`config.mk`:
```
export PLATFORM = sky130hd
export DESIGN_NAME = pgm_rom_arbiter_flat
export DESIGN_NICKNAME = d
export VERILOG_FILES = /design/src/rtl/pgm_rom_pkg.sv /design/src/rtl/pgm_rom_arbiter_if.sv /design/src/rtl/pgm_wr_fifo.sv /design/src/rtl/pgm_rom_arbiter.sv /design/src/flat_wrapper.sv
export SDC_FILE = /design/constraint.sdc
export NUM_CORES = 1
export LEC_CHECK = 0
export ABC_AREA = 1
export CORE_AREA = 2 2 162 164
export CTS_CLUSTER_SIZE = 12
export DETAILED_ROUTE_END_ITERATION = 10
export DIE_AREA = 0 0 164 166
export PLACE_DENSITY = 0.48
export SLEW_MARGIN = 20
export SYNTH_ARGS = -nofsm -noshare
export SYNTH_HDL_FRONTEND = slang
export SYNTH_SLANG_ARGS = --single-unit
```
`constraint.sdc`:
```
create_clock -name clk_74a -period 6 [get_ports clk_74a]
set_input_delay 1.5 -clock clk_74a [delete_from_list [all_inputs] [get_ports clk_74a]]
set_output_delay 1.5 -clock clk_74a [all_outputs]
set_load 0.02 [all_outputs]
```
`src/rtl/pgm_rom_pkg.sv`:
```
// Shared types and constants for the AVR program RAM arbiter.
package pgm_rom_pkg;

    // Word address width of the 16K x 16 program RAM.
    localparam int PGM_ADDR_W = 14;

    // Byte-enable codes; bit 1 selects the high byte of the word.
    localparam logic [1:0] BE_LO = 2'b01;
    localparam logic [1:0] BE_HI = 2'b10;

    typedef enum logic [1:0] {
        ST_IDLE,
        ST_WRITE,
        ST_READ,
        ST_READ_WAIT
    } arb_state_t;

    // One buffered loader write: byte address (bit 0 = lane) and the byte.
    typedef struct packed {
        logic [PGM_ADDR_W:0] addr;
        logic [7:0]          data;
    } ld_entry_t;

    // Byte enable for the lane chosen by byte-address bit 0.
    function automatic logic [1:0] lane_be(input logic lane_hi);
        return lane_hi ? BE_HI : BE_LO;
    endfunction

endpackage

```
`src/rtl/pgm_rom_arbiter_if.sv`:
```
// Loader, CPU fetch and RAM port signals of the program RAM arbiter.
interface pgm_rom_arbiter_if
    import pgm_rom_pkg::*;
#(
    parameter int ADDR_W = PGM_ADDR_W
);

    logic              ld_wr_en;
    logic [ADDR_W:0]   ld_wr_addr;
    logic [7:0]        ld_wr_data;
    logic              ld_busy;
    logic              ld_full;
    logic              ld_overflow;

    logic              cpu_req;
    logic [ADDR_W-1:0] cpu_addr;
    logic              cpu_ack;
    logic [15:0]       cpu_data;

    logic [ADDR_W-1:0] mem_addr;
    logic              mem_we;
    logic [1:0]        mem_be;
    logic [15:0]       mem_wdata;
    logic [15:0]       mem_rdata;

    logic              cpu_rst_n;
    logic [15:0]       wr_count;

    // Arbiter side.
    modport slave (
        input  ld_wr_en, ld_wr_addr, ld_wr_data, ld_busy,
        input  cpu_req, cpu_addr,
        input  mem_rdata,
        output ld_full, ld_overflow,
        output cpu_ack, cpu_data,
        output mem_addr, mem_we, mem_be, mem_wdata,
        output cpu_rst_n, wr_count
    );

    // Requester / RAM side.
    modport master (
        output ld_wr_en, ld_wr_addr, ld_wr_data, ld_busy,
        output cpu_req, cpu_addr,
        output mem_rdata,
        input  ld_full, ld_overflow,
        input  cpu_ack, cpu_data,
        input  mem_addr, mem_we, mem_be, mem_wdata,
        input  cpu_rst_n, wr_count
    );

endinterface

```
`src/rtl/pgm_wr_fifo.sv`:
```
// Small synchronous FIFO buffering loader byte writes until the RAM port is free.
module pgm_wr_fifo
    import pgm_rom_pkg::*;
#(
    parameter  int DEPTH = 4,
    localparam int CNT_W = $clog2(DEPTH) + 1
)
(
    input  logic             clk,
    input  logic             rst_n,
    input  logic             push_req,
    input  ld_entry_t        push_data,
    input  logic             pop,
    output ld_entry_t        head,
    output logic             full,
    output logic             empty,
    output logic [CNT_W-1:0] count,
    output logic             dropped
);

    localparam int PTR_W = $clog2(DEPTH);

    ld_entry_t        mem [DEPTH];
    logic [PTR_W-1:0] wr_ptr;
    logic [PTR_W-1:0] rd_ptr;
    logic             do_push;
    logic             do_pop;

    // A full FIFO still accepts a push when the head leaves in the same cycle.
    assign full    = (count == CNT_W'(DEPTH));
    assign empty   = (count == '0);
    assign do_pop  = pop && !empty;
    assign do_push = push_req && (!full || do_pop);
    assign dropped = push_req && full && !do_pop;
    assign head    = mem[rd_ptr];

    // Pointer and occupancy bookkeeping; reset discards any queued entries.
    always_ff @(posedge clk or negedge rst_n) begin
        if (!rst_n) begin
            wr_ptr <= '0;
            rd_ptr <= '0;
            count  <= '0;
        end else begin
            if (do_push) begin
                wr_ptr <= wr_ptr + PTR_W'(1);
            end
            if (do_pop) begin
                rd_ptr <= rd_ptr + PTR_W'(1);
            end
            case ({do_push, do_pop})
                2'b10:   count <= count + CNT_W'(1);
                2'b01:   count <= count - CNT_W'(1);
                default: count <= count;
            endcase
        end
    end

    // Entry storage needs no reset; the pointers define what is valid.
    always_ff @(posedge clk) begin
        if (do_push) begin
            mem[wr_ptr] <= push_data;
        end
    end

endmodule

```
`src/rtl/pgm_rom_arbiter.sv`:
```
// Shares the single program RAM port between the ROM loader (byte writes via a
// FIFO) and CPU word fetches, and sequences the CPU reset around downloads.
module pgm_rom_arbiter
    import pgm_rom_pkg::*;
#(
    parameter int ADDR_W        = PGM_ADDR_W,
    parameter int FIFO_DEPTH    = 4,
    parameter int RELEASE_DELAY = 16
)
(
    input  logic              clk_74a,
    input  logic              reset_n,
    pgm_rom_arbiter_if.slave  bus
);

    localparam int CNT_W = $clog2(FIFO_DEPTH) + 1;
    localparam int REL_W = $clog2(RELEASE_DELAY + 1);
    localparam logic [REL_W-1:0] REL_MAX = REL_W'(RELEASE_DELAY);

    arb_state_t        state;
    ld_entry_t         push_entry;
    ld_entry_t         head;
    logic              fifo_full;
    logic              fifo_empty;
    logic [CNT_W-1:0]  fifo_count;
    logic              fifo_dropped;
    logic              fifo_pop;
    logic              grant_write;
    logic              busy_q;
    logic              busy_rise;

    logic [ADDR_W-1:0] mem_addr_q;
    logic              mem_we_q;
    logic [1:0]        mem_be_q;
    logic [15:0]       mem_wdata_q;
    logic              cpu_ack_q;
    logic [15:0]       cpu_data_q;
    logic              cpu_rst_n_q;
    logic [REL_W-1:0]  rel_cnt;
    logic [15:0]       wr_count_q;
    logic              overflow_q;

    assign push_entry = '{addr: bus.ld_wr_addr, data: bus.ld_wr_data};
    assign fifo_pop   = (state == ST_WRITE);
    assign busy_rise  = bus.ld_busy && !busy_q;

    // Loader work wins while downloading or when the FIFO is full; otherwise
    // a pending fetch goes first and leftover loader bytes fill idle slots.
    assign grant_write = !fifo_empty && (bus.ld_busy || fifo_full || !bus.cpu_req);

    pgm_wr_fifo #(
        .DEPTH (FIFO_DEPTH)
    ) u_fifo (
        .clk       (clk_74a),
        .rst_n     (reset_n),
        .push_req  (bus.ld_wr_en),
        .push_data (push_entry),
        .pop       (fifo_pop),
        .head      (head),
        .full      (fifo_full),
        .empty     (fifo_empty),
        .count     (fifo_count),
        .dropped   (fifo_dropped)
    );

    // Arbiter FSM driving the RAM port, the fetch ack and the fetched word.
    always_ff @(posedge clk_74a or negedge reset_n) begin
        if (!reset_n) begin
            state       <= ST_IDLE;
            mem_addr_q  <= '0;
            mem_we_q    <= 1'b0;
            mem_be_q    <= '0;
            mem_wdata_q <= '0;
            cpu_ack_q   <= 1'b0;
            cpu_data_q  <= '0;
        end else begin
            mem_we_q    <= 1'b0;
            mem_be_q    <= '0;
            mem_wdata_q <= '0;
            cpu_ack_q   <= 1'b0;
            case (state)
                ST_IDLE: begin
                    if (grant_write) begin
                        state       <= ST_WRITE;
                        mem_we_q    <= 1'b1;
                        mem_addr_q  <= head.addr[ADDR_W:1];
                        mem_be_q    <= lane_be(head.addr[0]);
                        mem_wdata_q <= {head.data, head.data};
                    end else if (bus.cpu_req) begin
                        state      <= ST_READ;
                        mem_addr_q <= bus.cpu_addr;
                    end
                end
                ST_WRITE: begin
                    state <= ST_IDLE;
                end
                ST_READ: begin
                    state     <= ST_READ_WAIT;
                    cpu_ack_q <= 1'b1;
                end
                ST_READ_WAIT: begin
                    state      <= ST_IDLE;
                    cpu_data_q <= bus.mem_rdata;
                end
                default: begin
                    state <= ST_IDLE;
                end
            endcase
        end
    end

    // CPU reset: dropped on each download start, released after a fixed quiet period.
    always_ff @(posedge clk_74a or negedge reset_n) begin
        if (!reset_n) begin
            busy_q      <= 1'b0;
            rel_cnt     <= '0;
            cpu_rst_n_q <= 1'b0;
        end else begin
            busy_q <= bus.ld_busy;
            if (busy_rise) begin
                rel_cnt     <= '0;
                cpu_rst_n_q <= 1'b0;
            end else if (rel_cnt == REL_MAX) begin
                cpu_rst_n_q <= 1'b1;
            end else if (!bus.ld_busy && (fifo_count == '0) && (state == ST_IDLE)) begin
                rel_cnt <= rel_cnt + REL_W'(1);
                if (rel_cnt == REL_MAX - REL_W'(1)) begin
                    cpu_rst_n_q <= 1'b1;
                end
            end
        end
    end

    // Saturating count of bytes committed since the current download began.
    always_ff @(posedge clk_74a or negedge reset_n) begin
        if (!reset_n) begin
            wr_count_q <= '0;
        end else if (busy_rise) begin
            wr_count_q <= (state == ST_WRITE) ? 16'd1 : 16'd0;
        end else if ((state == ST_WRITE) && (wr_count_q != 16'hFFFF)) begin
            wr_count_q <= wr_count_q + 16'd1;
        end
    end

    // Sticky flag recording that a loader byte was lost to a full FIFO.
    always_ff @(posedge clk_74a or negedge reset_n) begin
        if (!reset_n) begin
            overflow_q <= 1'b0;
        end else if (fifo_dropped) begin
            overflow_q <= 1'b1;
        end
    end

    // The RAM word only exists during READ_WAIT, so it is forwarded in the
    // ack cycle and the captured copy holds it between fetches.
    assign bus.cpu_data    = (state == ST_READ_WAIT) ? bus.mem_rdata : cpu_data_q;
    assign bus.cpu_ack     = cpu_ack_q;
    assign bus.mem_addr    = mem_addr_q;
    assign bus.mem_we      = mem_we_q;
    assign bus.mem_be      = mem_be_q;
    assign bus.mem_wdata   = mem_wdata_q;
    assign bus.ld_full     = fifo_full;
    assign bus.ld_overflow = overflow_q;
    assign bus.cpu_rst_n   = cpu_rst_n_q;
    assign bus.wr_count    = wr_count_q;

endmodule
```
`src/flat_wrapper.sv`:
```
// flat-port wrapper written by rule: the top's interface ports become plain ports
module pgm_rom_arbiter_flat import pgm_rom_pkg::*;
#(
    parameter int ADDR_W        = PGM_ADDR_W,
    parameter int FIFO_DEPTH    = 4,
    parameter int RELEASE_DELAY = 16
)
  (clk_74a, reset_n, bus_ld_wr_en, bus_ld_wr_addr, bus_ld_wr_data, bus_ld_busy, bus_cpu_req, bus_cpu_addr, bus_mem_rdata, bus_ld_full, bus_ld_overflow, bus_cpu_ack, bus_cpu_data, bus_mem_addr, bus_mem_we, bus_mem_be, bus_mem_wdata, bus_cpu_rst_n, bus_wr_count);
  pgm_rom_arbiter_if #(.ADDR_W(ADDR_W)) bus_i ();
  input  logic clk_74a;
  input  logic reset_n;
  input wire logic [$bits(bus_i.ld_wr_en)-1:0] bus_ld_wr_en;
  input wire logic [$bits(bus_i.ld_wr_addr)-1:0] bus_ld_wr_addr;
  input wire logic [$bits(bus_i.ld_wr_data)-1:0] bus_ld_wr_data;
  input wire logic [$bits(bus_i.ld_busy)-1:0] bus_ld_busy;
  input wire logic [$bits(bus_i.cpu_req)-1:0] bus_cpu_req;
  input wire logic [$bits(bus_i.cpu_addr)-1:0] bus_cpu_addr;
  input wire logic [$bits(bus_i.mem_rdata)-1:0] bus_mem_rdata;
  output wire logic [$bits(bus_i.ld_full)-1:0] bus_ld_full;
  output wire logic [$bits(bus_i.ld_overflow)-1:0] bus_ld_overflow;
  output wire logic [$bits(bus_i.cpu_ack)-1:0] bus_cpu_ack;
  output wire logic [$bits(bus_i.cpu_data)-1:0] bus_cpu_data;
  output wire logic [$bits(bus_i.mem_addr)-1:0] bus_mem_addr;
  output wire logic [$bits(bus_i.mem_we)-1:0] bus_mem_we;
  output wire logic [$bits(bus_i.mem_be)-1:0] bus_mem_be;
  output wire logic [$bits(bus_i.mem_wdata)-1:0] bus_mem_wdata;
  output wire logic [$bits(bus_i.cpu_rst_n)-1:0] bus_cpu_rst_n;
  output wire logic [$bits(bus_i.wr_count)-1:0] bus_wr_count;
  assign bus_i.ld_wr_en = bus_ld_wr_en;
  assign bus_i.ld_wr_addr = bus_ld_wr_addr;
  assign bus_i.ld_wr_data = bus_ld_wr_data;
  assign bus_i.ld_busy = bus_ld_busy;
  assign bus_i.cpu_req = bus_cpu_req;
  assign bus_i.cpu_addr = bus_cpu_addr;
  assign bus_i.mem_rdata = bus_mem_rdata;
  assign bus_ld_full = bus_i.ld_full;
  assign bus_ld_overflow = bus_i.ld_overflow;
  assign bus_cpu_ack = bus_i.cpu_ack;
  assign bus_cpu_data = bus_i.cpu_data;
  assign bus_mem_addr = bus_i.mem_addr;
  assign bus_mem_we = bus_i.mem_we;
  assign bus_mem_be = bus_i.mem_be;
  assign bus_mem_wdata = bus_i.mem_wdata;
  assign bus_cpu_rst_n = bus_i.cpu_rst_n;
  assign bus_wr_count = bus_i.wr_count;
  pgm_rom_arbiter #(.ADDR_W(ADDR_W), .FIFO_DEPTH(FIFO_DEPTH), .RELEASE_DELAY(RELEASE_DELAY)) u_core (.clk_74a(clk_74a), .reset_n(reset_n), .bus(bus_i));
endmodule
```
==> report_table.html, run 1 <==
<table>
<tr><th>Metric</th><th>Value</th></tr>
<tr><th colspan="2">Detailed routing</th></tr>
<tr><td>Drt first-iter violations</td><td>208</td></tr>
<tr><td>DR WL met2</td><td>7.85 mm</td></tr>
<tr><td>Count of nets left with antenna violations after detail routing</td><td>0</td></tr>
<tr><td>Average wire per cell in the routed design</td><td>15.0 um</td></tr>
<tr><td>Wire length on met1</td><td>8.05 mm</td></tr>
<tr><td>Via Count</td><td>4,869</td></tr>
<tr><td>Uppermost routed layer</td><td>met4</td></tr>
<tr><td>Remaining routing DRC violations</td><td>0</td></tr>
<tr><td>Detailed Route WL</td><td>approximately 17 mm</td></tr>
<tr><td>Iteration count of the initial detailed-routing pass</td><td>4</td></tr>
<tr><td>Met3 wire length</td><td>around 740 um</td></tr>
<tr><td>Via-per-instance ratio</td><td>4.35</td></tr>
<tr><th colspan="2">Floorplanning</th></tr>
<tr><td>Area of the die</td><td>between 20,000 and 30,000 um2</td></tr>
<tr><td>Top Ports</td><td>between 100 and 150</td></tr>
<tr><td>Area of the core</td><td>25,600 um2</td></tr>
<tr><td>Starting density of the core</td><td>0.276</td></tr>
<tr><td>Die X</td><td>164 um</td></tr>
<tr><td>Height of the die</td><td>166 um</td></tr>
<tr><td>Count of standard-cell rows</td><td>59</td></tr>
<tr><th colspan="2">Run</th></tr>
<tr><td># Max-Cap Violations</td><td>0</td></tr>
<tr><th colspan="2">Global route</th></tr>
<tr><td>Number of antenna violations at the first check in global routing</td><td>0</td></tr>
<tr><td>First-pass GRT wire length</td><td>roughly 27 mm</td></tr>
<tr><td>Pin count of the biggest net entering global routing</td><td>76</td></tr>
<tr><td>Total routing resource utilization after global routing</td><td>0.126</td></tr>
<tr><td>Grt ovf</td><td>0</td></tr>
<tr><td>Number of global-route vias before repair</td><td>4,751</td></tr>
<tr><th colspan="2">Synth</th></tr>
<tr><td>Dominant combinational cell family by area after synthesis</td><td>simple AND/OR/NAND/NOR gates</td></tr>
<tr><td>Arithmetic-cell share of the synthesized area counting full adders, half adders and majority gates</td><td>0.0170</td></tr>
<tr><td>Count of warnings emitted by yosys</td><td>0</td></tr>
<tr><td>Flip-flop and latch count after synthesis</td><td>167</td></tr>
<tr><td>Xor-xnor portion of the synthesized cell area</td><td>0.0136</td></tr>
<tr><td>Synthesized-area fraction occupied by ao, oa, aoi and oai cells</td><td>0.0835</td></tr>
<tr><td>Netlist area before placement</td><td>slightly above 7000 um2</td></tr>
<tr><td>Sequential area share after synthesis</td><td>0.656</td></tr>
<tr><td>Syn_nets</td><td>between 700 and 800</td></tr>
<tr><td>Number of unique standard cell types used by synthesis</td><td>33</td></tr>
<tr><td>Multiplexer area fraction after synthesis</td><td>0.0255</td></tr>
<tr><td>Synthesized area per cell</td><td>~11 um2</td></tr>
<tr><td>Synthesized instance count</td><td>656</td></tr>
<tr><td>Post-synthesis share of cell area spent on and, or, nand and nor gates</td><td>0.158</td></tr>
<tr><th colspan="2">STA</th></tr>
<tr><td>Post-layout min period</td><td>between 4 and 5 ns</td></tr>
<tr><td>RSZ-0062 raised after global routing</td><td>no</td></tr>
<tr><td>Part of the cycle the worst path needs</td><td>0.704</td></tr>
<tr><td>Timing-limited maximum frequency</td><td>approximately 240 MHz</td></tr>
<tr><td>Clock Skew</td><td>0.0136 ns</td></tr>
<tr><td>Worst-margin pin slew</td><td>0.852 ns</td></tr>
<tr><td>Worst slew margin relative to its limit</td><td>0.431</td></tr>
<tr><td>Total negative slack</td><td>0 ns</td></tr>
<tr><td>Final-report max-slew violation count</td><td>0</td></tr>
<tr><td>Final-report hold violation count</td><td>0</td></tr>
<tr><td>Fin Hold WS</td><td>0.496 ns</td></tr>
<tr><td>Final setup violation count</td><td>0</td></tr>
<tr><th colspan="2">Clock tree</th></tr>
<tr><td>TritonCTS clock tree</td><td>done</td></tr>
<tr><td>Maximum buffer depth of the clock tree</td><td>2</td></tr>
<tr><td>Clock latency on the worst-skew pair</td><td>0.42 ns</td></tr>
<tr><td>H-tree depth</td><td>4</td></tr>
<tr><td>Root Buffer</td><td>clkbuf_16</td></tr>
<tr><td>Post-CTS setup buffers</td><td>0</td></tr>
<tr><td>Number of buffers created by CTS</td><td>17</td></tr>
<tr><td>Quantity of hold-fixing buffers added after cts</td><td>0</td></tr>
<tr><td>CTS clock-pin slew for the worst setup and hold paths</td><td>about 0.070 ns</td></tr>
<tr><td>Gates resized, CTS repair</td><td>0</td></tr>
<tr><td>Clock sink count</td><td>167</td></tr>
<tr><th colspan="2">Worst hold path</th></tr>
<tr><td>Class of the tightest hold or removal check</td><td>reg -&gt; reg</td></tr>
<tr><th colspan="2">Layout</th></tr>
<tr><td>Post-layout instance area</td><td>9260 um2</td></tr>
<tr><td>Proportion of layout cells with a drive suffix above 1</td><td>0.0994</td></tr>
<tr><td>Post-layout net count</td><td>839</td></tr>
<tr><td>Leading cell type in the layout, fill and taps excluded</td><td>clkdlybuf4s50_1</td></tr>
<tr><td>Antenna diodes</td><td>0</td></tr>
<tr><td>Layout area overhead</td><td>30.9%</td></tr>
<tr><td>Most used cells in the layout excluding fill and tap cells</td><td>clkdlybuf4s50_1, nor2_1, nand2_1</td></tr>
<tr><td>Post-layout utilization of the core</td><td>0.361</td></tr>
<tr><th colspan="2">Setup path</th></tr>
<tr><td>Data required time at the worst endpoint</td><td>4.50 ns</td></tr>
<tr><td>Top cell by count, worst path</td><td>clkdlybuf4s50_1</td></tr>
<tr><td>Category of the worst setup path launch point</td><td>primary input</td></tr>
<tr><td>Critical path capture point type</td><td>output port</td></tr>
<tr><td>Setup CP Type</td><td>in -&gt; out</td></tr>
<tr><td>Maximum fanout count along the critical path</td><td>2</td></tr>
<tr><td>Data arrival time at the worst-slack endpoint</td><td>2.72 ns</td></tr>
<tr><td>Delay of the slowest critical-path stage</td><td>0.55 ns</td></tr>
<tr><td>Worst path cell trace</td><td>clkdlybuf4s50_1 &gt; mux2_2 &gt; clkdlybuf4s50_1</td></tr>
<tr><td>Standard cell with the maximum stage delay on the critical path</td><td>clkdlybuf4s50_1</td></tr>
<tr><td>Count of buffer and inverter cells on the critical path</td><td>2</td></tr>
<tr><td>Crit path max-delay family</td><td>buffers and inverters</td></tr>
<tr><th colspan="2">Placed design</th></tr>
<tr><td>IO buf count</td><td>~130</td></tr>
<tr><td>Placed Area</td><td>around 8600 um2</td></tr>
<tr><td>Post-DP HPWL</td><td>10.6 mm</td></tr>
<tr><td>Weighted congestion reported at the end of routability-driven placement</td><td>0.704</td></tr>
<tr><th colspan="2">Pwr</th></tr>
<tr><td>Total power draw</td><td>roughly 4.6 mW</td></tr>
<tr><td>Leakage component of the power</td><td>3.60 nW</td></tr>
<tr><td>Cell area power density</td><td>500 nW/um2</td></tr>
<tr><td>IR Drop Worst-Case VDD</td><td>around 0.0002 V</td></tr>
<tr><th colspan="2">Outcome</th></tr>
<tr><td>Run status</td><td>finished clean</td></tr>
</table>
-- synth_stat cells, drive strengths merged --
cell type | n | share of area
clkbuf | 13 | 0.0069
ha | 8 | 0.014
xnor2 | 1 | 0.0012
a21oi | 39 | 0.028
edfxtp | 92 | 0.39
nand3 | 25 | 0.018
o21ai | 71 | 0.052
xor2 | 10 | 0.012
nor3 | 1 | 0.00071
clkinv | 1 | 0.00053
fa | 1 | 0.0028
nor2 | 133 | 0.079
nand4 | 11 | 0.0097
nand3b | 1 | 0.0011
a31oi | 1 | 0.00089
o21bai | 1 | 0.0011
buf | 18 | 0.016
o22ai | 1 | 0.00089
a31o | 1 | 0.0012
dfrtp | 75 | 0.27
inv | 42 | 0.022
mux2 | 16 | 0.025
nand2 | 94 | 0.050
-- stage by stage --
| step | cells | worst slack, ns |
|---|---|---|
| 5_1_grt | 1120 | 1.74 |
| 6_report | 1120 | 1.78 |
| 3_5_place_dp | 1088 | 1.77 |
| 3_3_place_gp | 1088 | 1.78 |
| 2_1_floorplan | 656 | 2.69 |
| 4_1_cts | 1120 | 1.77 |
-- registers in the layout, indices dropped and copies added (netlist names) --
signal / flops
u_core.bus.cpu_ack: 1
u_core.bus.cpu_rst_n: 1
u_core.bus.ld_overflow: 1
u_core.bus.mem_addr: 14
u_core.bus.mem_be: 2
u_core.bus.mem_wdata: 8
u_core.bus.mem_we: 1
u_core.bus.wr_count: 16
u_core.busy_q: 1
u_core.cpu_data_q: 16
u_core.rel_cnt: 5
u_core.state: 2
u_core.u_fifo.count: 3
u_core.u_fifo.mem: 92
u_core.u_fifo.rd_ptr: 2
u_core.u_fifo.wr_ptr: 2
-- power by group --
group          leakage (nW)  switching (mW)  internal [mW]
Combinational          1.53            1.12          0.682
Clock                 0.304           0.536          0.609
Sequential             1.77           0.135           1.55
Total                  3.60            1.79           2.84
-- worst register-to-register path, stage by stage, from the launching register on --
cell     delay (ns)
dfrtp_1        0.41
nor2_2         0.17
nand2_1        0.11
o21ai_2        0.50
ha_1           0.25
inv_1          0.07
fa_1           0.38
nor2_1         0.12
nor2_1         0.05
nand2_1        0.07
xor2_1         0.14
-- logic make-up after synthesis --
family / count (synthesis)
simple gates: 265
flops: 167
compound gates: 114
buf+inv: 74
mux: 16
xor+xnor: 11
fa+ha+maj: 9
-- final timing paths --
path	start	end	slack [ns]	depth (start not counted)
min in group asynchronous	reset_n	u_core.cpu_data_q[9]$_DFF_PN0_	1.10	1
max reg2reg	u_core.u_fifo.count[1]$_DFFE_PN0P_	u_core.u_fifo.count[2]$_DFFE_PN0P_	3.67	10
min	u_core.cpu_data_q[4]$_DFF_PN0_	u_core.cpu_data_q[4]$_DFF_PN0_	0.50	1
max	bus_mem_rdata[6]	bus_cpu_data[6]	1.78	3
min reg2reg	u_core.cpu_data_q[4]$_DFF_PN0_	u_core.cpu_data_q[4]$_DFF_PN0_	0.50	1
max in group asynchronous	reset_n	u_core.bus.mem_be[0]$_DFF_PN0_	4.37	1
-- layout make-up --
| class | count | area (um2) |
|---|---|---|
| flip-flops and latches | 167 | 4640 |
| repair buffers | 128 | 1280 |
| inverters | 43 | 161 |
| well taps | 335 | 419 |
| multi-input cells | 415 | 2130 |
| fillers | 2533 | 16400 |
| clock inverters | 15 | 204 |
| clock buffers | 17 | 425 |
-- per-layer routing --
metal	GRT usage	up-vias
met4	0.0336	0
met1	0.169	2307
met3	0.0325	13
li1	-	2443
met2	0.203	106
met5	0	-
(Power assumes the default switching activity.)
==> inputs of run 2 (changes only) <==
--- a/config.mk
+++ b/config.mk
@@ -10,7 +10,7 @@
 export CTS_CLUSTER_SIZE = 12
 export DETAILED_ROUTE_END_ITERATION = 10
 export DIE_AREA = 0 0 164 166
-export PLACE_DENSITY = 0.48
+export PLACE_DENSITY = 0.49
 export SLEW_MARGIN = 20
 export SYNTH_ARGS = -nofsm -noshare
 export SYNTH_HDL_FRONTEND = slang
==> constraint.sdc (replaced) <==
create_clock -name clk_74a -period 3.5 [get_ports clk_74a]
set_input_delay 0.875 -clock clk_74a [delete_from_list [all_inputs] [get_ports clk_74a]]
set_output_delay 0.875 -clock clk_74a [all_outputs]
set_load 0.02 [all_outputs]
==> run 2 against run 1 <==
Register-to-register slack lost 2.4 ns. Hold slack got worse by 0.23 ns. Non-clock buffer count rose by 6. Clock skew grew 0.0025 ns. First-iteration DRC count up 47%. Flip-flop and latch count unchanged. Cell count grew 0.54%. Worst setup slack got worse by 1.5 ns. Largest power group unchanged. Via count grew 0.64%. Design area is 0.20% higher. Global-route usage rose by 0.26 points. Clock power increased by 66%.
==> report_table.html, run 2 (synthesis results as in run 1) <==
<table>
<tr><th>Metric</th><th>Value</th></tr>
<tr><th colspan="2">Clock tree</th></tr>
<tr><td>Post-CTS setup buffers</td><td>0</td></tr>
<tr><td>TritonCTS clock tree</td><td>done</td></tr>
<tr><td>Number of buffers created by CTS</td><td>17</td></tr>
<tr><td>CTS clock-pin slew for the worst setup and hold paths</td><td>0.07 ns</td></tr>
<tr><td>H-tree depth</td><td>4</td></tr>
<tr><td>Root Buffer</td><td>clkbuf_16</td></tr>
<tr><td>Maximum buffer depth of the clock tree</td><td>2</td></tr>
<tr><td>Gates resized, CTS repair</td><td>0</td></tr>
<tr><td>Clock latency on the worst-skew pair</td><td>0.43 ns</td></tr>
<tr><td>Clock sink count</td><td>167</td></tr>
<tr><td>Quantity of hold-fixing buffers added after cts</td><td>0</td></tr>
<tr><th colspan="2">Layout</th></tr>
<tr><td>Post-layout net count</td><td>845</td></tr>
<tr><td>Post-layout utilization of the core</td><td>0.362</td></tr>
<tr><td>Number of flip-flops under the largest register name</td><td>92</td></tr>
<tr><td>Register name with the most flops</td><td>u_core.u_fifo.mem</td></tr>
<tr><td>Leading cell type in the layout, fill and taps excluded</td><td>clkdlybuf4s50_1</td></tr>
<tr><td>Most used cells in the layout excluding fill and tap cells</td><td>clkdlybuf4s50_1, nor2_1, nand2_1</td></tr>
<tr><td>Antenna diodes</td><td>0</td></tr>
<tr><td>Layout area overhead</td><td>31.2%</td></tr>
<tr><td>Proportion of layout cells with a drive suffix above 1</td><td>0.106</td></tr>
<tr><td>Post-layout instance area</td><td>9280 um2</td></tr>
<tr><th colspan="2">Setup path</th></tr>
<tr><td>Data required time at the worst endpoint</td><td>2.62 ns</td></tr>
<tr><td>Maximum fanout count along the critical path</td><td>16</td></tr>
<tr><td>Setup CP Type</td><td>reg -&gt; out</td></tr>
<tr><td>Register-to-register setup slack</td><td>between 1 and 1.5 ns</td></tr>
<tr><td>Worst path cell trace</td><td>nand2_1 &gt; mux2_2 &gt; clkdlybuf4s50_1</td></tr>
<tr><td>Critical path capture point type</td><td>output port</td></tr>
<tr><td>Standard cell with the maximum stage delay on the critical path</td><td>nand2_1</td></tr>
<tr><td>Data arrival time at the worst-slack endpoint</td><td>2.38 ns</td></tr>
<tr><td>Delay of the slowest critical-path stage</td><td>0.56 ns</td></tr>
<tr><td>Logic depth of the worst register-to-register path</td><td>10</td></tr>
<tr><td>Category of the worst setup path launch point</td><td>register</td></tr>
<tr><th colspan="2">Placed design</th></tr>
<tr><td>IO buf count</td><td>126</td></tr>
<tr><td>Weighted congestion reported at the end of routability-driven placement</td><td>0.716</td></tr>
<tr><td>Post-DP HPWL</td><td>around 11 mm</td></tr>
<tr><td>Placed Area</td><td>a little under 9000 um2</td></tr>
<tr><th colspan="2">Floorplanning</th></tr>
<tr><td>Area of the core</td><td>25,600 um2</td></tr>
<tr><td>Height of the die</td><td>166 um</td></tr>
<tr><td>Count of standard-cell rows</td><td>59</td></tr>
<tr><td>Starting density of the core</td><td>0.276</td></tr>
<tr><td>Top Ports</td><td>127</td></tr>
<tr><td>Die X</td><td>164 um</td></tr>
<tr><td>Area of the die</td><td>27,200 um2</td></tr>
<tr><th colspan="2">Pwr</th></tr>
<tr><td>Total power draw</td><td>between 7 and 8 mW</td></tr>
<tr><td>Cell area power density</td><td>850 nW/um2</td></tr>
<tr><td>Leakage component of the power</td><td>between 3 and 4 nW</td></tr>
<tr><td>IR Drop Worst-Case VDD</td><td>slightly above 0.0003 V</td></tr>
<tr><th colspan="2">Global route</th></tr>
<tr><td>Number of antenna violations at the first check in global routing</td><td>1</td></tr>
<tr><td>Number of global-route vias before repair</td><td>4,818</td></tr>
<tr><td>Pin count of the biggest net entering global routing</td><td>70</td></tr>
<tr><td>First-pass GRT wire length</td><td>27.2 mm</td></tr>
<tr><td>Total routing resource utilization after global routing</td><td>0.129</td></tr>
<tr><td>Grt ovf</td><td>0</td></tr>
<tr><th colspan="2">Detailed routing</th></tr>
<tr><td>Average wire per cell in the routed design</td><td>around 15 um</td></tr>
<tr><td>Count of nets left with antenna violations after detail routing</td><td>0</td></tr>
<tr><td>Iteration count of the initial detailed-routing pass</td><td>6</td></tr>
<tr><td>Drt first-iter violations</td><td>~300</td></tr>
<tr><td>Via-per-instance ratio</td><td>4.35</td></tr>
<tr><td>Remaining routing DRC violations</td><td>0</td></tr>
<tr><td>Via Count</td><td>4,900</td></tr>
<tr><td>Detailed Route WL</td><td>17.0 mm</td></tr>
<tr><th colspan="2">STA</th></tr>
<tr><td>RSZ-0062 raised after global routing</td><td>no</td></tr>
<tr><td>Worst slew margin relative to its limit</td><td>0.514</td></tr>
<tr><td>Final setup violation count</td><td>0</td></tr>
<tr><td>Final-report max-slew violation count</td><td>0</td></tr>
<tr><td>Clock Skew</td><td>0.0161 ns</td></tr>
<tr><td>Final-report hold violation count</td><td>0</td></tr>
<tr><td>Total negative slack</td><td>0 ns</td></tr>
<tr><td>Worst-margin pin slew</td><td>0.727 ns</td></tr>
<tr><td>Timing-limited maximum frequency</td><td>307 MHz</td></tr>
<tr><td>Post-layout min period</td><td>~3.3 ns</td></tr>
<tr><td>Part of the cycle the worst path needs</td><td>0.931</td></tr>
<tr><th colspan="2">Run</th></tr>
<tr><td># Max-Cap Violations</td><td>0</td></tr>
<tr><th colspan="2">Outcome</th></tr>
<tr><td>Run status</td><td>finished clean</td></tr>
<tr><th colspan="2">Worst hold path</th></tr>
<tr><td>Class of the tightest hold or removal check</td><td>in -&gt; async</td></tr>
</table>
-- run 2: layout make-up --
type / instances / area [um2]
fillers: 2562 / 16300
flip-flops and latches: 167 / 4640
multi-input cells: 415 / 2110
repair buffers: 134 / 1330
clock buffers: 17 / 425
well taps: 335 / 419
clock inverters: 15 / 184
inverters: 43 / 161
-- run 2: worst max-delay path: cells and delay by family (launching register included) --
| family | cells | cell delay, ns |
|---|---|---|
| flops | 1 | 0.42 |
| simple gates | 1 | 0.56 |
| mux | 1 | 0.43 |
| buf+inv | 1 | 0.55 |
-- run 2: metrics by stage --
step                std cells  hold slack (ns)  setup WS (ns)
floorplan                 656            0.476           1.12
global placement         1094            0.457          0.532
detailed placement       1094            0.462          0.506
CTS                      1126            0.253          0.163
global route             1126            0.246         0.0992
finish                   1126            0.265          0.243
-- run 2: final timing paths --
check | from | end
max reg2reg | u_core.u_fifo.count[1]$_DFFE_PN0P_ | u_core.u_fifo.count[2]$_DFFE_PN0P_
min in group clk_74a | u_core.bus.ld_overflow$_DFFE_PN0P_ | u_core.bus.ld_overflow$_DFFE_PN0P_
min reg2reg | u_core.bus.ld_overflow$_DFFE_PN0P_ | u_core.bus.ld_overflow$_DFFE_PN0P_
max in group asynchronous | reset_n | u_core.bus.mem_addr[2]$_DFFE_PN0P_
min | reset_n | u_core.bus.mem_wdata[7]$_DFF_PN0_
max | u_core.state[0]$_DFFE_PN0P_ | bus_cpu_data[9]
-- run 2: routing by layer --
| metal | vias up | share of wire | global-route usage |
|---|---|---|---|
| met2 | 100 | 0.47 | 0.204 |
| met1 | 2337 | 0.47 | 0.174 |
| met3 | 9 | 0.048 | 0.0360 |
| met5 | - | 0.00076 | 0 |
| li1 | 2452 | - | - |
| met4 | 2 | 0.0074 | 0.0343 |
-- run 2: power breakdown --
part | total, mW | leakage, nW | internal, mW | switching, mW
Clock | 1.91 | 0.298 | 0.982 | 0.933
Combinational | 3.09 | 1.56 | 1.19 | 1.90
Sequential | 2.88 | 1.77 | 2.65 | 0.232
==> inputs of run 3 (changes only) <==
--- a/config.mk
+++ b/config.mk
@@ -10,7 +10,7 @@
 export CTS_CLUSTER_SIZE = 12
 export DETAILED_ROUTE_END_ITERATION = 10
 export DIE_AREA = 0 0 164 166
-export PLACE_DENSITY = 0.49
+export PLACE_DENSITY = 0.48
 export SLEW_MARGIN = 20
 export SYNTH_ARGS = -nofsm -noshare
 export SYNTH_HDL_FRONTEND = slang
==> constraint.sdc (replaced) <==
create_clock -name clk_74a -period 3.9 [get_ports clk_74a]
set_input_delay 0.975 -clock clk_74a [delete_from_list [all_inputs] [get_ports clk_74a]]
set_output_delay 0.975 -clock clk_74a [all_outputs]
set_load 0.02 [all_outputs]
==> run 3 against run 2 <==
Sequential power shrank 10%. Clock skew is essentially flat. Design area grew 0.34%. Sequential share of layout area shrank 0.17 points. Critical path type unchanged. Critical endpoint is now bus_cpu_data[6]. Largest cell class unchanged. Largest power group unchanged. Highest routed layer is now met4.
==> report_table.html, run 3 (synthesis results as in run 1) <==
<table>
<tr><th>Metric</th><th>Value</th></tr>
<tr><th colspan="2">Outcome</th></tr>
<tr><td>Run status</td><td>finished clean</td></tr>
<tr><th colspan="2">Layout</th></tr>
<tr><td>Leading cell type in the layout, fill and taps excluded</td><td>clkdlybuf4s50_1</td></tr>
<tr><td>Proportion of layout cells with a drive suffix above 1</td><td>0.106</td></tr>
<tr><td>Register name with the most flops</td><td>u_core.u_fifo.mem</td></tr>
<tr><td>Number of flip-flops under the largest register name</td><td>92</td></tr>
<tr><td>Layout area overhead</td><td>31.6%</td></tr>
<tr><td>Post-layout net count</td><td>845</td></tr>
<tr><td>Most used cells in the layout excluding fill and tap cells</td><td>clkdlybuf4s50_1, nor2_1, nand2_1</td></tr>
<tr><th colspan="2">Worst hold path</th></tr>
<tr><td>Hold Path End</td><td>u_core.cpu_data_q[0]$_DFF_PN0_</td></tr>
<tr><td>Class of the tightest hold or removal check</td><td>reg -&gt; reg</td></tr>
<tr><td>Depth of the worst hold-timing path</td><td>1</td></tr>
<tr><td>Worst Hold Launch</td><td>u_core.cpu_data_q[0]$_DFF_PN0_</td></tr>
<tr><th colspan="2">Global route</th></tr>
<tr><td>Pin count of the biggest net entering global routing</td><td>76</td></tr>
<tr><td>First-pass GRT wire length</td><td>26.3 mm</td></tr>
<tr><td>Grt ovf</td><td>0</td></tr>
<tr><td>Total routing resource utilization after global routing</td><td>0.126</td></tr>
<tr><td>Number of antenna violations at the first check in global routing</td><td>1</td></tr>
<tr><td>Number of global-route vias before repair</td><td>4,795</td></tr>
<tr><th colspan="2">Detailed routing</th></tr>
<tr><td>Detailed Route WL</td><td>16.8 mm</td></tr>
<tr><td>Remaining routing DRC violations</td><td>0</td></tr>
<tr><td>Drt first-iter violations</td><td>272</td></tr>
<tr><td>Average wire per cell in the routed design</td><td>roughly 15 um</td></tr>
<tr><td>Via Count</td><td>between 4,000 and 5,000</td></tr>
<tr><td>Via-per-instance ratio</td><td>4.35</td></tr>
<tr><td>Iteration count of the initial detailed-routing pass</td><td>4</td></tr>
<tr><td>Count of nets left with antenna violations after detail routing</td><td>0</td></tr>
<tr><th colspan="2">STA</th></tr>
<tr><td>Total negative slack</td><td>0 ns</td></tr>
<tr><td>Final-report max-slew violation count</td><td>0</td></tr>
<tr><td>Post-layout min period</td><td>3.35 ns</td></tr>
<tr><td>Worst slew margin relative to its limit</td><td>0.508</td></tr>
<tr><td>Timing-limited maximum frequency</td><td>298 MHz</td></tr>
<tr><td>RSZ-0062 raised after global routing</td><td>no</td></tr>
<tr><td>Final-report hold violation count</td><td>0</td></tr>
<tr><td>Setup WS post-layout</td><td>0.548 ns</td></tr>
<tr><td>Fin Hold WS</td><td>0.501 ns</td></tr>
<tr><td>Clock Skew</td><td>between 0.015 and 0.02 ns</td></tr>
<tr><td>Worst-margin pin slew</td><td>0.738 ns</td></tr>
<tr><td>Final setup violation count</td><td>0</td></tr>
<tr><td>Part of the cycle the worst path needs</td><td>0.859</td></tr>
<tr><th colspan="2">Setup path</th></tr>
<tr><td>Setup CP Type</td><td>reg -&gt; out</td></tr>
<tr><td>Endpoint of the most critical register-to-register path</td><td>u_core.u_fifo.count[2]$_DFFE_PN0P_</td></tr>
<tr><td>Category of the worst setup path launch point</td><td>register</td></tr>
<tr><td>Maximum fanout count along the critical path</td><td>16</td></tr>
<tr><td>Data arrival time at the worst-slack endpoint</td><td>~2.4 ns</td></tr>
<tr><td>Register-to-register setup slack</td><td>1.70 ns</td></tr>
<tr><td>Worst R2R Start</td><td>u_core.u_fifo.count[1]$_DFFE_PN0P_</td></tr>
<tr><td>Logic depth of the worst register-to-register path</td><td>10</td></tr>
<tr><td>Data required time at the worst endpoint</td><td>2.92 ns</td></tr>
<tr><td>Critical path capture point type</td><td>output port</td></tr>
<tr><th colspan="2">Placed design</th></tr>
<tr><td>DP Worst Slack</td><td>0.724 ns</td></tr>
<tr><td>IO buf count</td><td>126</td></tr>
<tr><td>Post-DP HPWL</td><td>between 10 and 15 mm</td></tr>
<tr><td>Weighted congestion reported at the end of routability-driven placement</td><td>0.730</td></tr>
<tr><th colspan="2">Pwr</th></tr>
<tr><td>Switching power of the nets</td><td>2.79 mW</td></tr>
<tr><td>Sequential Power Share</td><td>0.362</td></tr>
<tr><td>Cell area power density</td><td>767 nW/um2</td></tr>
<tr><td>Fraction of power consumed by the clock network</td><td>0.250</td></tr>
<tr><td>Net switching fraction of the power</td><td>0.391</td></tr>
<tr><td>Leakage component of the power</td><td>approximately 3.6 nW</td></tr>
<tr><td>IR Drop Worst-Case VDD</td><td>0.000253 V</td></tr>
<tr><td>Internal power</td><td>4.35 mW</td></tr>
<tr><td>Total power draw</td><td>7.14 mW</td></tr>
<tr><td>Combinational power share</td><td>0.388</td></tr>
<tr><th colspan="2">Floorplanning</th></tr>
<tr><td>Starting density of the core</td><td>0.276</td></tr>
<tr><td>Count of standard-cell rows</td><td>59</td></tr>
<tr><td>Area of the die</td><td>27,200 um2</td></tr>
<tr><td>Die X</td><td>164 um</td></tr>
<tr><td>Area of the core</td><td>25,600 um2</td></tr>
<tr><td>Height of the die</td><td>166 um</td></tr>
<tr><td>Top Ports</td><td>~130</td></tr>
<tr><th colspan="2">Clock tree</th></tr>
<tr><td>H-tree depth</td><td>4</td></tr>
<tr><td>Maximum buffer depth of the clock tree</td><td>2</td></tr>
<tr><td>Quantity of hold-fixing buffers added after cts</td><td>0</td></tr>
<tr><td>Number of buffers created by CTS</td><td>17</td></tr>
<tr><td>Clock latency on the worst-skew pair</td><td>0.43 ns</td></tr>
<tr><td>CTS clock-pin slew for the worst setup and hold paths</td><td>about 0.07 ns</td></tr>
<tr><td>Gates resized, CTS repair</td><td>0</td></tr>
<tr><td>Clock sink count</td><td>167</td></tr>
<tr><td>Post-CTS setup buffers</td><td>0</td></tr>
<tr><td>Root Buffer</td><td>clkbuf_16</td></tr>
<tr><td>TritonCTS clock tree</td><td>done</td></tr>
<tr><th colspan="2">Run</th></tr>
<tr><td># Max-Cap Violations</td><td>0</td></tr>
</table>
==> run 3: changes by cell type in the layout (fill, tap and decap cells not counted) <==
cell and delta:
buf_6 +1, inv_6 -2, buf_12 -1, clkinv_4 -1
inv_12 +3, diode_2 +1, inv_8 -3, clkinv_8 +3
==> run 3: layer usage <==
metal / track usage / wire length, um / up-vias
li1: - / - / 2454
met1: 0.169 / 7680 / 2315
met2: 0.200 / 7900 / 117
met3: 0.0262 / 909 / 18
met4: 0.0496 / 318 / 0
met5: 0 / 0 / -
==> run 3: how the worst max path moves through the flow <==
stage                                            from  cells after the start  slack [ns]                           endpoint
final                     u_core.state[0]$_DFFE_PN0P_                      3        0.55                    bus_cpu_data[6]
after global routing      u_core.state[0]$_DFFE_PN0P_                      3        0.40                    bus_cpu_data[2]
after CTS                 u_core.state[0]$_DFFE_PN0P_                      3        0.47                    bus_cpu_data[6]
after detailed placement             bus_mem_rdata[6]                      3        0.72                    bus_cpu_data[6]
after global placement               bus_mem_rdata[6]                      3        0.73                    bus_cpu_data[6]
after floorplan                          bus_ld_wr_en                      2        1.42  u_core.u_fifo.mem[0][0]$_DFFE_PP_
==> run 3: critical path, cell delays in order (launching register included) <==
cell and delay [ns]:
dfrtp_1 0.42, nand2_1 0.56, mux2_2 0.42, clkdlybuf4s50_1 0.55
==> run 3: power by group through the flow <==
stage                     registers, mW  logic [mW]  clock network [mW]
after floorplan                    2.75        1.59                   0
after global placement             2.61        2.82                   0
after detailed placement           2.62        2.84                   0
after CTS                          2.59        2.85                1.84
after global routing               2.64        3.09                1.92
final                              2.58        2.77                1.79
==> run 3: final cells by class <==
| class | count | area, um2 |
|---|---|---|
| fill | 2538 | 16300 |
| sequential | 167 | 4640 |
| multi-input combinational | 415 | 2110 |
| timing repair buffer | 134 | 1320 |
| clock buffer | 17 | 425 |
| tap | 335 | 419 |
| clock inverter | 15 | 221 |
| inverter | 43 | 161 |
| antenna | 1 | 2.50 |
==> run 3: per-stage QoR <==
stage                     cell area (um2)   util  cells
after floorplan                      7070      -    656
after global placement               8650  0.338   1094
after detailed placement             8650  0.338   1094
after CTS                            9300  0.363   1126
after global routing                 9310  0.363   1127
final                                9310  0.363   1127
